File: src/rtl/sobel_frame_ctrl.sv
// Frame sequencer for the sobel pipeline: pulls one IMG_W x IMG_H frame from a
// ready/valid source, tags each pixel with position/border info and waits for the drain.
module sobel_frame_ctrl #(
    parameter int IMG_W     = 64,
    parameter int IMG_H     = 64,
    parameter int CW        = 16,
    parameter int DRAIN_MAX = 255
) (
    input  logic          clk,
    input  logic          rst,
    input  logic          start,
    input  logic          abort,
    input  logic          src_valid,
    input  logic [7:0]    src_pixel,
    output logic          src_ready,
    output logic          sob_valid,
    output logic [7:0]    sob_pixel,
    output logic [CW-1:0] sob_col,
    output logic [CW-1:0] sob_row,
    output logic          sob_border,
    input  logic          sob_vout,
    output logic          busy,
    output logic          done,
    output logic          err
);

    localparam int NPIX = IMG_W * IMG_H;
    localparam int OW   = $clog2(NPIX + 1);
    localparam int DW   = $clog2(DRAIN_MAX + 1);
    localparam logic [OW-1:0] NPIX_C   = OW'(NPIX);
    localparam logic [DW-1:0] DMAX_C   = DW'(DRAIN_MAX);
    localparam logic [CW-1:0] COL_LAST = CW'(IMG_W - 1);
    localparam logic [CW-1:0] ROW_LAST = CW'(IMG_H - 1);

    typedef enum logic [1:0] {S_IDLE, S_RUN, S_DRAIN, S_DONE} state_t;

    state_t        state_q, state_d;
    logic [CW-1:0] col_q, col_d, row_q, row_d;
    logic [OW-1:0] out_cnt_q, out_cnt_d;
    logic [DW-1:0] drain_cnt_q, drain_cnt_d;
    logic          sob_valid_q, sob_valid_d;
    logic [7:0]    sob_pixel_q, sob_pixel_d;
    logic [CW-1:0] sob_col_q, sob_col_d, sob_row_q, sob_row_d;
    logic          sob_border_q, sob_border_d;
    logic          err_q, err_d;
    logic          xfer, last_px;

    always_ff @(posedge clk or negedge rst) begin
        if (!rst) begin
            state_q      <= S_IDLE;
            col_q        <= '0;
            row_q        <= '0;
            out_cnt_q    <= '0;
            drain_cnt_q  <= '0;
            sob_valid_q  <= 1'b0;
            sob_pixel_q  <= '0;
            sob_col_q    <= '0;
            sob_row_q    <= '0;
            sob_border_q <= 1'b0;
            err_q        <= 1'b0;
        end else begin
            state_q      <= state_d;
            col_q        <= col_d;
            row_q        <= row_d;
            out_cnt_q    <= out_cnt_d;
            drain_cnt_q  <= drain_cnt_d;
            sob_valid_q  <= sob_valid_d;
            sob_pixel_q  <= sob_pixel_d;
            sob_col_q    <= sob_col_d;
            sob_row_q    <= sob_row_d;
            sob_border_q <= sob_border_d;
            err_q        <= err_d;
        end
    end

    always_comb begin
        state_d      = state_q;
        col_d        = col_q;
        row_d        = row_q;
        out_cnt_d    = out_cnt_q;
        drain_cnt_d  = drain_cnt_q;
        sob_valid_d  = 1'b0;
        sob_pixel_d  = sob_pixel_q;
        sob_col_d    = sob_col_q;
        sob_row_d    = sob_row_q;
        sob_border_d = sob_border_q;
        err_d        = err_q;

        xfer    = (state_q == S_RUN) && src_valid;
        last_px = (col_q == COL_LAST) && (row_q == ROW_LAST);

        // Saturating so stray extra pulses cannot wrap the drain comparison.
        if (sob_vout && (state_q == S_RUN || state_q == S_DRAIN) && out_cnt_q != NPIX_C)
            out_cnt_d = out_cnt_q + OW'(1);

        if (xfer) begin
            sob_valid_d  = 1'b1;
            sob_pixel_d  = src_pixel;
            sob_col_d    = col_q;
            sob_row_d    = row_q;
            sob_border_d = (col_q == '0) || (col_q == COL_LAST) ||
                           (row_q == '0) || (row_q == ROW_LAST);
            if (col_q == COL_LAST) begin
                col_d = '0;
                row_d = (row_q == ROW_LAST) ? '0 : row_q + CW'(1);
            end else begin
                col_d = col_q + CW'(1);
            end
        end

        case (state_q)
            S_IDLE: begin
                if (start) begin
                    state_d     = S_RUN;
                    col_d       = '0;
                    row_d       = '0;
                    out_cnt_d   = '0;
                    drain_cnt_d = '0;
                    err_d       = 1'b0;
                end
            end
            S_RUN: begin
                if (xfer && last_px) begin
                    state_d     = S_DRAIN;
                    drain_cnt_d = '0;
                end
            end
            S_DRAIN: begin
                drain_cnt_d = drain_cnt_q + DW'(1);
                // Completion wins over a timeout landing on the same cycle.
                if (out_cnt_d == NPIX_C) begin
                    state_d = S_DONE;
                end else if (drain_cnt_d == DMAX_C) begin
                    state_d = S_IDLE;
                    err_d   = 1'b1;
                end
            end
            S_DONE:  state_d = S_IDLE;
            default: state_d = S_IDLE;
        endcase

        if (abort) begin
            state_d     = S_IDLE;
            col_d       = '0;
            row_d       = '0;
            out_cnt_d   = '0;
            drain_cnt_d = '0;
            err_d       = err_q;
        end
    end

    assign src_ready  = (state_q == S_RUN);
    assign busy       = (state_q != S_IDLE);
    assign done       = (state_q == S_DONE);
    assign err        = err_q;
    assign sob_valid  = sob_valid_q;
    assign sob_pixel  = sob_pixel_q;
    assign sob_col    = sob_col_q;
    assign sob_row    = sob_row_q;
    assign sob_border = sob_border_q;

endmodule
File: config.mk
export PLATFORM = sky130hd
export DESIGN_NAME = sobel_frame_ctrl
export DESIGN_NICKNAME = d
export VERILOG_FILES = /design/src/rtl/sobel_frame_ctrl.sv
export SDC_FILE = /design/constraint.sdc
export NUM_CORES = 1
export LEC_CHECK = 0
export CAP_MARGIN = 25
export CORE_MARGIN = 2
export CORE_UTILIZATION = 60
export CTS_BUF_LIST = sky130_fd_sc_hd__clkbuf_16
export DETAILED_ROUTE_END_ITERATION = 7
export HOLD_SLACK_MARGIN = 0.05
export PLACE_DENSITY = 0.91
export SETUP_SLACK_MARGIN = 0.15
export SLEW_MARGIN = 25
export SYNTH_ARGS = -nofsm -noshare
export SYNTH_HDL_FRONTEND = slang
export SYNTH_SLANG_ARGS = --single-unit
File: constraint.sdc
create_clock -name clk -period 4.64 [get_ports clk]
set_input_delay 0.464 -clock clk [delete_from_list [all_inputs] [get_ports clk]]
set_output_delay 0.464 -clock clk [all_outputs]
set_load 0.005 [all_outputs]
### Word level (Yosys, flattened, before mapping)

Index checks and enable logic that the tools add are counted.

| word-level totals | value |
|---|---|
| register bits | 98 |
| bits of input ports | 14 |
| output and inout port bits | 46 |
| word-level logic and storage cells | 78 |

| operators by class | value |
|---|---|
| add/sub/neg operators | 4 |
| equal/unequal tests | 14 |
| multiplexer cells | 30 |
| bitwise logic cells | 1 |
| reductions and logical operators | 18 |

Operators with widths:

| kind | count |
|---|---|
| $mux 16 | 11 |
| $mux 13 | 4 |
| $add 16x1->16 const B | 2 |
| $eq 16x6->1 const B | 2 |
| $logic_not 16->1 | 2 |
| $mux 8 | 3 |
| $pmux 8 s3 | 1 |
| $add 13x1->13 const B | 1 |
| $eq 13x13->1 const B | 1 |
| $ne 13x13->1 const B | 1 |
| $mux 2 | 5 |
| $add 8x1->8 const B | 1 |
| $eq 8x8->1 const B | 1 |
| $pmux 2 s4 | 1 |
| $reduce_and 3->1 | 2 |
| $logic_and 1x1->1 | 5 |
| $reduce_and 5->1 | 1 |
| $eq 2x2->1 const B | 2 |
| $logic_or 1x1->1 | 4 |
| $mux 1 | 4 |
| $ne 2x2->1 const B | 2 |
| $ne 4x2->1 const B | 1 |
| $reduce_bool 2->1 | 2 |
| $reduce_bool 4->1 | 1 |
| other kinds (7) | 7 |

### Logic depth before layout (Yosys ltp)

Gate-level depths: netlist (run 1).

| depth | value |
|---|---|
| word-level depth | 9 |
| depth in mapped cells | 9 |
| gate-level depth less buffers | 8 |

### Least setup slack after synthesis (run 1)

OpenSTA, ideal clock, no wires.

| timing | value |
|---|---|
| path kind | register to register |
| from | reg state_q[0] |
| to | reg state_q[0] |
| library setup time | 0.077 ns |
| data arrival time | 2.323 ns |
| required time | 4.563 ns |
| slack | 2.239 ns |
| cell stages (with the launch flop) | 10 |
| buffers on the path | 1 |
| path through | dfrtp_1 inv_1 ha_1 nand3_1 or4_4 buf_6 nor3_2 a21oi_1 or4b_1 a21oi_1 |

| between the ends | value |
|---|---|
| cells in the longest elaborated chain, start to end | 9 |

Ends and longest elaborated chain:

| what | RTL line | RTL |
|---|---|---|
| start, declared | 37 | `state_t state_q, state_d;` |
| start signal, assigned | 62 | `state_q <= state_d;` |
| $eq 2x1->1 / $eq 2x2->1 (equally long branches) | 89, 93, 111 |  |
| $logic_or 1x1->1 | 93 | `if (sob_vout && (state_q == S_RUN \|\| state_q == S_DRAIN) && out_cnt_q != NPIX_C)` |
| $logic_and 1x1->1 (2 in a row) | 93 |  |
| $mux 13 | 93 |  |
| $eq 13x13->1 | 131 | `if (out_cnt_d == NPIX_C) begin` |
| $mux 2 | 131 |  |
| $pmux 2 s4 | 111 | `case (state_q)` |
| $mux 2 | 142 | `if (abort) begin` |

Several ways; a longest one is shown, not always the timed one.
A chain may end at the register's enable or synchronous reset.

### Worst setup path after layout (run 1)

Ends and elaborated chain as after synthesis.

==> metrics.md, run 1 <==
| Metric | Value |
|---|---|
| CTS max path bufs | `2` |
| Post-DP HPWL | `approximately 7.5 mm` |
| WL per Instance | `approximately 16 um` |
| # rows | `32` |
| Synth Area in XOR/XNOR | `between 6 and 7%` |
| Placed insts | `~700` |
| Worst Skew | `about 0.010 ns` |
| Worst skew pair latency | `~0.34 ns` |
| DR vias/cell | `approximately 5.8` |
| Post-Route Setup TNS | `0 ns` |
| Root buf cell | `clkbuf_16` |
| # setup viols final | `0` |
| Fraction of synthesized area in multiplexers | `0.668%` |
| RSZ-0062 raised after global routing | `no` |
| Initial antenna violation count | `0` |
| DR DRC count | `0` |
| Post-synth EDFFs | `0` |
| Post-synthesis register bit count | `98` |
| CTS tree | `done` |
| Peak Freq | `364 MHz` |
| Compound-Gate Fraction of Synth Area | `under 10%` |
| Vias in the first global route | `slightly below 4000` |
| Mean Syn Cell Area | `8.97 um2` |
| Ys flop type | `dfrtp_1` |
| Wire length of the first global-routing pass | `18.2 mm` |
| Chip Height | `between 90 and 100 um` |
| Crit Path Category | `reg -> reg` |
| Syn nets | `between 500 and 600` |
| Synth Area in Adders | `under 10%` |
| Measured slew at the worst slew-check pin | `about 0.84 ns` |
| Hold buffers post-CTS | `0` |
| Critical Path Source | `state_q[0]` |
| Synthesized cell area | `approximately 5000 um2` |
| Drt pass-1 iters | `4` |
| Nets | `around 620` |
| Gpl congestion | `0.936` |
| Routed wire length | `between 10 and 15 mm` |
| Synth cell types | `just under 60` |
| Core Area | `7810 um2` |
| Leak | `roughly 2.6 nW` |
| Hold crit path type | `in -> async` |
| Die area | `slightly below 9000 um2` |
| Non-filler cells, final | `between 600 and 700` |
| Main combinational cell family by area after synthesis | `simple AND/OR/NAND/NOR gates` |
| GRT Total Usage | `about a quarter` |
| CTS resizes | `0` |
| Max-slew violations | `0` |
| Antenna diodes | `0` |
| Htree depth | `3` |
| WP data required | `between 4 and 5 ns` |
| FF-to-FF path depth | `8` |
| Share of cells above drive strength 1 | `4.19%` |
| Sequential-to-total area share from yosys stat | `around 50%` |
| Chip width | `94.1 um` |
| Synth Instances | `543` |
| Total number of vias | `between 4000 and 5000` |
| CP Data Arrival Time | `roughly 3 ns` |
| Hold Vio Cnt, Final | `0` |
| Grt ovf | `0` |
| Result of the run | `finished, final reports clean` |
| Slew margin rel. | `a little over two fifths` |
| Cts bufs inserted | `9` |
| Tmin final | `between 2 and 3 ns` |
| I/O pin count | `60` |
| Post-synth ARST share | `between 90% and 100%` |
| Util after Layout | `approximately three quarters` |
| Ys Warns | `0` |
| Area Overhead vs Synth | `18.4%` |
| Cell area power density | `roughly 360 nW/um2` |
| Reg-to-reg startpoint | `state_q[0]` |
| Tcrit/Tclk final | `59.3%` |
| CP Launch Type | `flip-flop` |
| Initial drt markers | `190` |
| # Max-Cap Violations | `0` |
| Worst Setup End Kind | `flip-flop` |
| # port buffers | `between 50 and 60` |
| Initial Util | `a little over three fifths` |
| Clock sink count | `98` |
| Largest net degree at the start of global routing | `58` |
| CP max FO | `6` |
| Worst vdd ir | `between 0.2 and 0.25 mV` |
| Register clock-pin slew on the reported worst setup and hold paths | `approximately 0.060 ns` |
| Post-CTS setup buffers | `0` |
| Final ANT Viol Nets | `0` |
| Simple-gate share of the synthesized area | `about a quarter` |
| Tot Pwr | `about 2.1 mW` |
layer usage:
layer,global-route usage [%],vias up,routed length (um)
met5,0,-,0
met4,8.33,0,182
met3,4.01,18,533
met2,44.2,135,5400
met1,35.2,1936,4760
li1,-,1925,-
worst max-delay path, cell delays in order (launching register included):
cell and delay (ns):
dfrtp_1 0.45, inv_1 0.12, ha_1 0.39, nand4_1 0.22, nor4_1 0.40, xnor2_1 0.19, o2111ai_1 0.23, or4b_1 0.52
a21oi_1 0.15
layout make-up:
class	count	area [um2]
Sequential cell	98	2450
Fill cell	548	2040
Inverter	15	56.3
Multi-Input combinational cell	406	2250
Clock inverter	7	47.5
Tap cell	102	128
Clock buffer	9	225
Timing Repair Buffer	61	603
layout by cell type, fill, tap and decap left out, types with 2 or more instances in the layout:
cell type        instances
nor3b_1                  3
and4_1                   3
nor2_1                  50
o21ai_0                 20
nor4b_1                  2
or3_1                    8
xnor2_1                 18
o21a_1                   2
dfrtp_1                 98
mux2_2                   2
nand2b_1                 4
a21oi_1                 16
nand3_1                 17
nor3_1                   8
nand4_1                  9
nand2_1                149
ha_1                    13
clkdlybuf4s50_1         58
o31ai_1                  5
a31oi_1                  5
clkbuf_16                9
nor4_1                   8
inv_1                   15
clkinv_4                 2
and2_1                   5
xor2_1                  20
and3_1                  10
buf_4                    3
inv_2                    2
synthesized netlist by cell type (all sizes together), types with 3 or more instances:
library cell  count  share of area [%]
nand2           149                 11
dfrtp            98                 50
nor2             50                3.9
o21ai            21                2.2
xor2             20                3.6
nand3            18                2.0
xnor2            18                3.2
clkbuf           17                1.3
a21oi            16                1.6
inv              15                1.2
ha               13                3.3
and3             10                1.3
nand4            10                1.4
nor3              9                1.0
nor4              8                1.0
or3               8                1.0
buf               7               0.92
a31oi             5               0.64
and2              5               0.64
o31ai             5               0.77
nand2b            4               0.51
and4              3               0.54
nor3b             3               0.46
logic make-up after synthesis:
logic type	Yosys count
multiplexers	3
AND/OR/NAND/NOR	284
buffers and inverters	39
AO/OA/AOI/OAI	68
adder cells (fa/ha/maj)	13
flip-flops	98
XOR/XNOR	38
state kept, by name, summed over array words and instances, names as in the netlist:
| signal | count |
|---|---|
| sob_col | 16 |
| row_q | 16 |
| state_q | 2 |
| sob_row | 16 |
| sob_valid | 1 |
| sob_pixel | 8 |
| sob_border | 1 |
| drain_cnt_q | 8 |
| col_q | 16 |
| out_cnt_q | 13 |
| err | 1 |
final timing paths:
kind | slack [ns] | endpoint
setup / recovery | 1.89 | state_q[0]
hold / removal | 0.16 | sob_pixel[3]
setup reg to reg | 1.89 | state_q[0]
hold reg to reg | 0.47 | sob_col[8]
max in group asynchronous | 3.48 | out_cnt_q[7]
min in group clk | 0.47 | sob_col[8]
where the power goes:
part | internal [mW] | switching [mW] | leakage [nW]
sequential | 0.911 | 0.0386 | 1.35
combinational | 0.193 | 0.269 | 1.08
clock | 0.363 | 0.319 | 0.138
total | 1.47 | 0.626 | 2.57
through the flow:
step / hold WS, ns / worst slack [ns] / cell area (um2)
floorplan: 0.168 / 2.24 / 4870
global placement: 0.457 / 1.82 / 5490
detailed placement: 0.462 / 1.72 / 5490
CTS: 0.191 / 1.70 / 5770
global route: 0.224 / 1.63 / 5770
finish: 0.159 / 1.89 / 5770
Power figures use the tool's default switching activity.
==> run 2, diff against run 1 <==
--- a/config.mk
+++ b/config.mk
@@ -7,11 +7,11 @@
 export LEC_CHECK = 0
 export CAP_MARGIN = 25
 export CORE_MARGIN = 2
-export CORE_UTILIZATION = 60
+export CORE_UTILIZATION = 50
 export CTS_BUF_LIST = sky130_fd_sc_hd__clkbuf_16
 export DETAILED_ROUTE_END_ITERATION = 7
 export HOLD_SLACK_MARGIN = 0.05
-export PLACE_DENSITY = 0.91
+export PLACE_DENSITY = 0.82
 export SETUP_SLACK_MARGIN = 0.15
 export SLEW_MARGIN = 25
 export SYNTH_ARGS = -nofsm -noshare
==> constraint.sdc (replaced) <==
create_clock -name clk -period 2.3 [get_ports clk]
set_input_delay 0.23 -clock clk [delete_from_list [all_inputs] [get_ports clk]]
set_output_delay 0.23 -clock clk [all_outputs]
set_load 0.005 [all_outputs]
==> run 2 against run 1 <==
Compared with the run above: the flow now finishes with violations (setup timing); utilization decreased by 7.3 points; total power increased by 120%; via count increased by 5.9%; die area increased by 19%; fmax increased by 19%; register-to-register slack got worse by 1.9 ns; critical path depth unchanged; first-iteration DRC count increased by 45%; global-route usage decreased by 2.3 points; largest power group unchanged; highest routed layer unchanged.
==> metrics.md, run 2 (synthesized netlist as in run 1, its figures left out) <==
| Metric | Value |
|---|---|
| Result of the run | `finished, violations left` |
| Failing checks | `setup timing` |
| Total number of vias | `between 4000 and 5000` |
| Bufs and invs on worst path | `1` |
| Register clock-pin slew on the reported worst setup and hold paths | `0.07 ns` |
| Layout fillers | `~740` |
| Htree depth | `3` |
| CTS tree | `done` |
| Gpl congestion | `between 1 and 1.5` |
| Commonest non-fill, non-tap cells in the layout | `nand2_1 (145), dfrtp_1 (94), clkdlybuf4s50_1 (58), nor2_1 (48), buf_4 (44)` |
| Worst Setup End Kind | `flip-flop` |
| Cell area power density | `between 700 and 800 nW/um2` |
| Post-place setup slack | `-0.189 ns` |
| Nets | `about 660` |
| # Max-Cap Violations | `0` |
| CP Data Arrival Time | `between 2 and 3 ns` |
| GRT Total Usage | `approximately a quarter` |
| Tot Pwr | `around 4.5 mW` |
| Wire length of the first global-routing pass | `~20 mm` |
| Share of cells above drive strength 1 | `17.2%` |
| Largest net degree at the start of global routing | `between 40 and 50` |
| RSZ-0062 raised after global routing | `yes` |
| Most common cell after layout, fill and taps aside | `nand2_1` |
| CP Depth | `8` |
| Worst skew pair latency | `0.35 ns` |
| Peak Freq | `433 MHz` |
| Final Hold Slack | `around 0.38 ns` |
| Tmin final | `approximately 2.3 ns` |
| WL met2 | `around 6 mm` |
| Util after Layout | `between 60% and 70%` |
| Slowest stage delay, CP | `0.52 ns` |
| # rows | `36` |
| M1 WL | `roughly 5.1 mm` |
| Hold crit path type | `in -> async` |
| CTS max path bufs | `2` |
| DR vias/cell | `5.49` |
| CP Launch Type | `flip-flop` |
| Initial drt markers | `276` |
| Met3 WL | `approximately 730 um` |
| Worst Skew | `0.00782 ns` |
| Core Area | `9590 um2` |
| CP max FO | `4` |
| WP data required | `between 2 and 3 ns` |
| Final ANT Viol Nets | `0` |
| Post-DP HPWL | `approximately 7.9 mm` |
| FF-to-FF path depth | `8` |
| I/O pin count | `60` |
| Drt pass-1 iters | `5` |
| Area Overhead vs Synth | `31.2%` |
| Leak | `about 2.9 nW` |
| Grt ovf | `0` |
| Initial antenna violation count | `0` |
| Chip Height | `103 um` |
| Slew margin rel. | `slightly below 70%` |
| Die area | `10600 um2` |
| Antenna diodes | `0` |
| Cts bufs inserted | `9` |
| CP most frequent cell | `a21oi_2` |
| Vias in the first global route | `around 4200` |
| Crit Path Category | `reg -> reg` |
| Top sig layer | `met4` |
| Routed wire length | `around 12 mm` |
| Tcrit/Tclk final | `100%` |
| WL per Instance | `about 16 um` |
| Hold Vio Cnt, Final | `0` |
| # port buffers | `about 60` |
| Worst vdd ir | `about 0.46 mV` |
| Worst path cell trace | `inv_2 > ha_4 > nand3_2 > or4_4 > mux2i_1 > a21oi_2 > or4b_4 > a21oi_2` |
| Initial Util | `between 50 and 60%` |
| Multi-input logic area | `around 2500 um2` |
| Clock sink count | `between 90 and 100` |
| Top Family by Delay on Critical Path | `simple AND/OR/NAND/NOR gates` |
| Chip width | `approximately 100 um` |
| Slowest stage cell, crit path | `or4b_4` |
| Root buf cell | `clkbuf_16` |
| # setup viols final | `2` |
| DR DRC count | `0` |
| Seq. cell area | `2460 um2` |
| Measured slew at the worst slew-check pin | `around 0.48 ns` |
| Final WS setup | `-0.00754 ns` |
| Max-slew violations | `0` |
## run 2: cell types whose count changed in the layout (fill, tap and decap cells not counted), moves of 3 or more
cell     previous run  this run
ha_1               13        10
nand2_2             0         4
nor4_2              0         5
buf_4               3        44
dfrtp_1            98        94
nor4_1              8         2
inv_1              15        12
nand2_1           149       145
dfrtp_2             0         4
## run 2: routing by layer
layer | vias to the layer above | global-route usage, %
met5 | - | 0
met2 | 150 | 39.5
met4 | 0 | 10.8
met3 | 22 | 5.22
li1 | 2019 | -
met1 | 2061 | 30.3
## run 2: worst paths after layout
| path | from | end | slack [ns] |
|---|---|---|---|
| worst max-delay path | state_q[0] | state_q[0] | -0.008 |
| worst min-delay path | rst | sob_pixel[4] | 0.38 |
| worst max register to register | state_q[0] | state_q[0] | -0.008 |
| worst min register to register | sob_col[9] | sob_col[9] | 0.47 |
| max in group asynchronous | rst | sob_row[9] | 1.25 |
| min in group clk | src_pixel[1] | sob_pixel[1] | 0.42 |
## run 2: timing repair
item / in CTS / in global routing
gates cloned: 0 / 0
endpoints found under the setup margin: 5 / 51
buffers inserted: 9 / 6
hold buffers: 1 / 0
pin swaps: 8 / 5
endpoints found under the hold margin: 33 / 0
resized for setup: 17 / 27
## run 2: final cells by class
type,instances,share of cell area (%)
clock buffers,9,3.52
multi-input cells,406,38.7
inverters,15,0.940
repair buffers,106,15.2
flip-flops and latches,98,38.5
well taps,133,2.60
clock inverters,7,0.568
## run 2: where the power goes
part / switching [mW] / internal [mW] / leakage, nW / total (mW)
combinational: 0.637 / 0.633 / 1.38 / 1.27
clock: 0.638 / 0.720 / 0.130 / 1.36
sequential: 0.0690 / 1.84 / 1.34 / 1.91
## run 2: metrics by stage
stage          std cells  area (um2)  TNS (ns)
2_1_floorplan        543        4910         0
3_3_place_gp         742        5820   -0.0480
3_5_place_dp         742        5820    -0.392
4_1_cts              768        6230         0
5_1_grt              774        6390    -0.235
6_report             774        6390   -0.0126
